File: src/rtl/lcd_timing_pkg.sv
// Shared line/frame geometry for the LCD timing generator.
// ly_of() applies the line-153 quirk: LY reads 0 once the line is under way.
package lcd_timing_pkg;

   localparam int unsigned LX_LAST    = 113;
   localparam int unsigned LY_LAST    = 153;
   localparam int unsigned LY_VBLANK  = 144;
   localparam int unsigned LX_OAM_END = 20;

   function automatic logic [7:0] ly_of(input logic [7:0] v, input logic [6:0] lx);
      return (v == 8'(LY_LAST) && lx != 7'd0) ? 8'd0 : v;
   endfunction

endpackage

File: src/rtl/lcd_wrap_counter.sv
// Up-counter 0..LAST with increment enable, synchronous clear and a wrap flag.
// count_next is exported so the parent can register flags in step with the count.
module lcd_wrap_counter #(
   parameter int WIDTH = 8,
   parameter int LAST  = 255
) (
   input  logic             clk,
   input  logic             rst_n,
   input  logic             clr,
   input  logic             inc,
   output logic [WIDTH-1:0] count,
   output logic [WIDTH-1:0] count_next,
   output logic             wrap
);

   assign wrap = inc && !clr && (count == WIDTH'(LAST));

   always_comb begin
      count_next = count;
      if (clr)
         count_next = '0;
      else if (wrap)
         count_next = '0;
      else if (inc)
         count_next = count + WIDTH'(1);
   end

   always_ff @(posedge clk or negedge rst_n) begin
      if (!rst_n)
         count <= '0;
      else
         count <= count_next;
   end

endmodule

File: src/rtl/lcd_line_timing.sv
// Line/frame timing generator: 114 line-steps (228 clk2) per line, 154 lines per frame.
// All status flags are registered from the counters' next values so they align with lx/v.
module lcd_line_timing
   import lcd_timing_pkg::*;
(
   input  logic       clk2,
   input  logic       nreset_video,
   input  logic       ff40_d7,
   input  logic [7:0] lyc,
   output logic [7:0] v,
   output logic [7:0] ly,
   output logic [6:0] lx,
   output logic       line_end,
   output logic       frame_start,
   output logic       vblank,
   output logic       vblank_irq,
   output logic       oam_scan,
   output logic       lyc_match,
   output logic       lyc_irq
);

   logic       phase;
   logic [6:0] lx_next;
   logic [7:0] v_next;
   logic [7:0] ly_next;
   logic       lx_wrap;
   logic       v_wrap;
   logic       match_next;

   lcd_wrap_counter #(.WIDTH(7), .LAST(int'(LX_LAST))) u_lx (
      .clk        (clk2),
      .rst_n      (nreset_video),
      .clr        (!ff40_d7),
      .inc        (phase),
      .count      (lx),
      .count_next (lx_next),
      .wrap       (lx_wrap)
   );

   lcd_wrap_counter #(.WIDTH(8), .LAST(int'(LY_LAST))) u_v (
      .clk        (clk2),
      .rst_n      (nreset_video),
      .clr        (!ff40_d7),
      .inc        (lx_wrap),
      .count      (v),
      .count_next (v_next),
      .wrap       (v_wrap)
   );

   assign ly_next    = ly_of(v_next, lx_next);
   assign match_next = (ly_next == lyc);

   // Disable is a synchronous hold: every flag and the edge detector return to 0.
   always_ff @(posedge clk2 or negedge nreset_video) begin
      if (!nreset_video) begin
         phase       <= 1'b0;
         ly          <= '0;
         line_end    <= 1'b0;
         frame_start <= 1'b0;
         vblank      <= 1'b0;
         vblank_irq  <= 1'b0;
         oam_scan    <= 1'b0;
         lyc_match   <= 1'b0;
         lyc_irq     <= 1'b0;
      end else if (!ff40_d7) begin
         phase       <= 1'b0;
         ly          <= '0;
         line_end    <= 1'b0;
         frame_start <= 1'b0;
         vblank      <= 1'b0;
         vblank_irq  <= 1'b0;
         oam_scan    <= 1'b0;
         lyc_match   <= 1'b0;
         lyc_irq     <= 1'b0;
      end else begin
         phase       <= ~phase;
         ly          <= ly_next;
         line_end    <= lx_wrap;
         frame_start <= v_wrap;
         vblank      <= (v_next >= 8'(LY_VBLANK));
         vblank_irq  <= lx_wrap && (v_next == 8'(LY_VBLANK));
         oam_scan    <= (v_next < 8'(LY_VBLANK)) && (lx_next < 7'(LX_OAM_END));
         lyc_match   <= match_next;
         lyc_irq     <= match_next && !lyc_match;
      end
   end

endmodule

File: config.mk
export PLATFORM = sky130hd
export DESIGN_NAME = lcd_line_timing
export DESIGN_NICKNAME = d
export VERILOG_FILES = /design/src/rtl/lcd_timing_pkg.sv /design/src/rtl/lcd_wrap_counter.sv /design/src/rtl/lcd_line_timing.sv
export SDC_FILE = /design/constraint.sdc
export NUM_CORES = 1
export LEC_CHECK = 0
export BUFFER_PORTS_ARGS = -buffer_cell sky130_fd_sc_hd__buf_2
export CORE_AREA = 5 5 78 80
export CTS_BUF_LIST = sky130_fd_sc_hd__clkbuf_8
export DETAILED_ROUTE_END_ITERATION = 10
export DIE_AREA = 0 0 83 85
export HOLD_SLACK_MARGIN = 0.08
export PLACE_DENSITY = 0.66
export SLEW_MARGIN = 20
export SYNTH_ARGS = -nofsm -noshare
export SYNTH_HDL_FRONTEND = slang
export SYNTH_SLANG_ARGS = --single-unit
File: constraint.sdc
create_clock -name clk2 -period 5.3 [get_ports clk2]
set_input_delay 0.53 -clock clk2 [delete_from_list [all_inputs] [get_ports clk2]]
set_output_delay 0.53 -clock clk2 [all_outputs]
set_load 0.02 [all_outputs]
* Word level (Yosys, flattened, before mapping)
Index checks and enable logic that the tools add are counted.
** Word-level totals
- Output and inout bits :: 30
- Bits of input ports :: 11
- Register bits after elaboration :: 31
- Logic and storage cells :: 48
** Operators by class
- Add/sub/neg operators :: 2
- Muxes and demuxes :: 16
- Order comparisons :: 3
- Reductions and logical operators :: 10
- Equality and inequality tests :: 5
- Bitwise logic cells :: 1
** Operators with widths (count)
- $mux W8 :: 5
- $eq A8 B8 Y1 const B :: 3
- $mux W7 :: 3
- $add A8 B1 Y8 const B :: 1
- $eq A8 B8 Y1 :: 1
- $ge A8 B8 Y1 const B :: 1
- $logic_and A1 B1 Y1 :: 8
- $lt A8 B8 Y1 const B :: 1
- $mux W1 :: 8
- $add A7 B1 Y7 const B :: 1
- $eq A7 B7 Y1 const B :: 1
- $lt A7 B5 Y1 const B :: 1
- $reduce_bool A7 Y1 :: 1
- $logic_not A1 Y1 :: 1
- $not A1 Y1 :: 1

* Longest topological paths before layout
- Depth after elaboration :: 12
- Mapped depth :: 10
- Mapped depth without buffers :: 9

* Cells and area by module
A second synthesis with hierarchy kept.
** Unflattened totals
- Cell total of the unflattened synthesis :: 147
- Area, all modules :: 1591.5 µm²
** By module, submodules not included
- lcd_line_timing :: area each 747.0 µm², cells an instance 66, instances 1, sequential area each 400.4 µm²
- lcd_wrap_counter (u_v) :: area each 476.7 µm², cells an instance 45, instances 1, sequential area each 200.2 µm²
- lcd_wrap_counter (u_lx) :: area each 367.9 µm², cells an instance 36, instances 1, sequential area each 175.2 µm²

* Least setup slack after synthesis
OpenSTA, ideal clock, no wires.
- Path type :: reg-to-reg
- From :: register u_lx.count[0]
- To :: register lyc_irq
- Cell stages (with the launch flop) :: 10
- Library setup time :: 0.131 ns
- Setup slack :: 2.649 ns
- Period minus slack after synthesis :: 2.651 ns
- Arrival time :: 2.520 ns
- Data required time :: 5.169 ns
- Buffers on the path :: 1
- Path through :: dfrtp_1 > ha_1 > nand4_2 > buf_4 > nor3_1 > mux2i_1 > nand4b_4 > o31a_1 > o2111ai_1 > a211oi_2
** Between the ends
- Word-level cells in the longest chain between the ends :: 12
- Elaborated cells between the ends (all ways) :: 18
- Classes of those cells :: 1 x add/sub; 3 x eq/ne; 8 x mux; 6 x reduce/logical
** RTL lines
- from (decl) :: RTL line lcd_wrap_counter.sv:11 : output logic [WIDTH-1:0] count,
- from (signal assigned) :: RTL line lcd_wrap_counter.sv:32 : count <= count_next;
- parallel branches: the longest is 8 deep, another holds $add A7 B1 Y7
- $mux W8 * :: RTL line lcd_timing_pkg.sv:11 : return (v == 8'(LY_LAST) && lx != 7'd0) ? 8'd0 : v;
- $eq A8 B8 Y1 * :: RTL line lcd_line_timing.sv:51 : assign match_next = (ly_next == lyc);
- $logic_and A1 B1 Y1 * :: RTL line lcd_line_timing.sv:84 : lyc_irq <= match_next && !lyc_match;
- $mux W1 * :: RTL line lcd_line_timing.sv:65 : end else if (!ff40_d7) begin
- to (signal assigned) :: RTL line lcd_line_timing.sv:84
- to (decl) :: RTL line lcd_line_timing.sv:19 : output logic lyc_irq
Mark *: on every way between the ends.

* Worst setup path in the final report
- From :: register u_lx.count[0]
- To :: register lyc_match
** Between the ends
- Word-level cells in the longest chain between the ends :: 11
- Elaborated cells between the ends (all ways) :: 17
- Classes of those cells :: 1 x add/sub; 3 x eq/ne; 8 x mux; 5 x reduce/logical
** RTL lines
- parallel branches: the longest is 8 deep, another holds $add A7 B1 Y7
- $mux W8 * :: RTL line lcd_timing_pkg.sv:11
- $eq A8 B8 Y1 * :: RTL line lcd_line_timing.sv:51
- $mux W1 * :: RTL line lcd_line_timing.sv:65
- to (signal assigned) :: RTL line lcd_line_timing.sv:83 : lyc_match <= match_next;
- to (decl) :: RTL line lcd_line_timing.sv:18 : output logic lyc_match,
Marks and branches as above.

==> reports/results.tsv <==
metric	value	unit
period_needed	3.19	ns
worst_path_largest_cell_delay	0.67	ns
cp_max_fo	14	
nets	241	
synth_nets	202	
drt_pre_antenna_iters	4	
synth-seq-cells	31	
max_freq	314	MHz
gp_congestion	0.806	
portBuffers	40	
final.period_utilization	60.1	%
yosys-top-cells-count	31 x dfrtp_1, 20 x nor2_1, 10 x inv_1, 10 x xnor2_1, 9 x nand2_1	
hold_viol_final	0	
drive_above_1_share	28.6	%
synth_area_leader_cell	dfrtp_1	
synth_edf_count	0	
synth_compound_area_share	13.6	%
grt_pass1_vias	1537	
netlist_area	1900	sq um
grt_max_degree	32	
hold_path.class	in -> async	
die-area	7060	sq um
wl_per_cell	15.1	microns
clock_skew	0.00601	ns
drt-vias-per-instance	5.15	
drc_errors	0	
tns	0	ns
core	5340	sq um
yosys.area.top_type_share	40.8	%
grt_use_total	13.5	%
finish.utilization	41.8	%
cp.arrival	3.34	ns
yosys.area_share.simple	27.8	%
p_leak	1.05	nW
synth_most_common_cell	dfrtp_1	
syn_to_final_growth	17.3	%
ys_seq_area_share	40.8	%
cp-start-kind	flop	
cts_setup_buffers	0	
drtIter0Drc	84	
synth_cell_types	59	
drv_cap	0	
io_pins	41	
dp_hpwl	3.31	mm
die_h	85	microns
cts_tree	built	
rows	27	
cts-hold-fix-buffers	0	
fill_cells	555	
synth_area_leaders	dfrtp_1 41%, xnor2_1 4.6%, nor2_1 3.9%	
status	finished, final reports clean	
timing.critical_path.buf_inv	0	
cts_max_path_buffers	2	
synth_top_family_by_area	simple AND/OR/NAND/NOR gates	
ys_warn_count	0	
overflow	0	
async_flop_share	100	%
power_density	203	nW/um^2
rsz0062_at_grt	no	
cpLargestDelayFamily	simple AND/OR/NAND/NOR gates	
synth_xor_area_share	6.91	%
crit_slowest_cell	mux2i_1	
crit_type	reg -> reg	
irDropWorstVdd	135	uV
crit_path_cell_trace	ha_1 -> nand4_2 -> nor3_1 -> mux2i_1 -> nand4b_4 -> nor3_2 -> a2bb2oi_1 -> a211oi_1	
syn_inst	187	
cts_made_buffers	5	
diodes	0	
cts.sinks	31	
grt_pass1_wl	7.62	mm
end_kind	flop	
rr_startpoint	u_lx.count[0]	
path_depth	8	
synth_mux_area_share	3.49	%
fp.dieW	83	microns
synthFlopType	dfrtp_1	
slew_violations	0	
synthAdderAreaFrac	2.63	%
worstRegToRegCells	8	
h-tree-depth	2	
max_slew.worst_pin.slew	0.736	ns
setup_viol	0	
grt_antenna_before_repair	0	
required	5.46	ns
cts_resized	0	
relSlewSlack	49.5	%
clkTransAtPathRegs	0.06	ns
clk_latency	0.28	ns
ant_nets	0	
vias	1539	
avgSynthCellArea	10.2	sq um
cts_root_buf	clkbuf_8	
crit_start	u_lx.count[0]	
initial_utilization	35.6	%
wirelength	4.52	mm
## sequential cells by signal, summed over array words and instances (netlist names)
register / count
phase: 1
vblank_irq: 1
vblank: 1
u_v.count: 8
ly: 8
frame_start: 1
lyc_irq: 1
oam_scan: 1
u_lx.count: 7
lyc_match: 1
line_end: 1
## worst register-to-register path, delay by kind of cell (launching register included)
kind	cells	cell delay, ns
multiplexers	1	0.67
adder cells (fa/ha/maj)	1	0.22
AO/OA/AOI/OAI	2	0.39
flip-flops	1	0.49
AND/OR/NAND/NOR	4	1.30
## metal layers
metal / wire (microns) / part of all wire (%) / global-route usage (%)
met5: 0 / 0 / 0
met4: 48 / 1.1 / 4.31
met3: 318 / 7.0 / 3.98
met2: 2190 / 49 / 22.3
met1: 1960 / 43 / 16.9
## cell families after synthesis
logic type | after synthesis
AO/OA/AOI/OAI | 34
XOR/XNOR | 15
multiplexers | 6
flip-flops | 31
adder cells (fa/ha/maj) | 4
buffers and inverters | 18
AND/OR/NAND/NOR | 79
## layout by cell type (no fill, tap or decap), types with 4 or more instances in the layout
cell	count
buf_2	40
dfrtp_1	31
nor2_1	20
inv_1	12
xnor2_1	10
nand2_1	9
o21ai_0	7
nor2b_1	7
xor2_1	5
nand3_1	5
nor3_1	5
clkbuf_8	5
nand4_1	4
mux2i_1	4
a21oi_1	4
ha_1	4
## cell type report
cell class / instances / area [sq um] / area share, %
multi-input combinational: 138 / 1040 / 46.9
sequential: 31 / 776 / 34.8
timing repair buffer: 40 / 200 / 8.98
tap: 72 / 90.1 / 4.04
clock buffer: 5 / 68.8 / 3.09
inverter: 10 / 37.5 / 1.68
clock inverter: 3 / 12.5 / 0.561
## where the power goes
group	internal [W]	total (W)	switching, W
Combinational	0.0000134	0.0000366	0.0000232
Sequential	0.000239	0.000244	0.00000471
Clock	0.0000880	0.000172	0.0000836
Total	0.000340	0.000452	0.000112
## per-stage QoR
stage	area (sq um)	hold WS, ns	setup WS, ns	power, W	cells
floorplan	1900	0.234	2.65	0.000268	187
global placement	2140	0.569	2.18	0.000284	291
detailed placement	2140	0.551	1.99	0.000285	291
CTS	2220	0.313	2.10	0.000458	299
global route	2230	0.362	1.81	0.000475	299
finish	2230	0.288	2.11	0.000452	299
## path summary, 6_finish.rpt
check / to / slack, ns
min reg2reg: lyc_irq / 0.58
max reg2reg: lyc_match / 2.11
max in group asynchronous: vblank_irq / 4.57
max: lyc_match / 2.11
min in group clk2: lyc_irq / 0.58
min: u_lx.count[4] / 0.29
No activity file was read; power rests on OpenSTA's default activity.
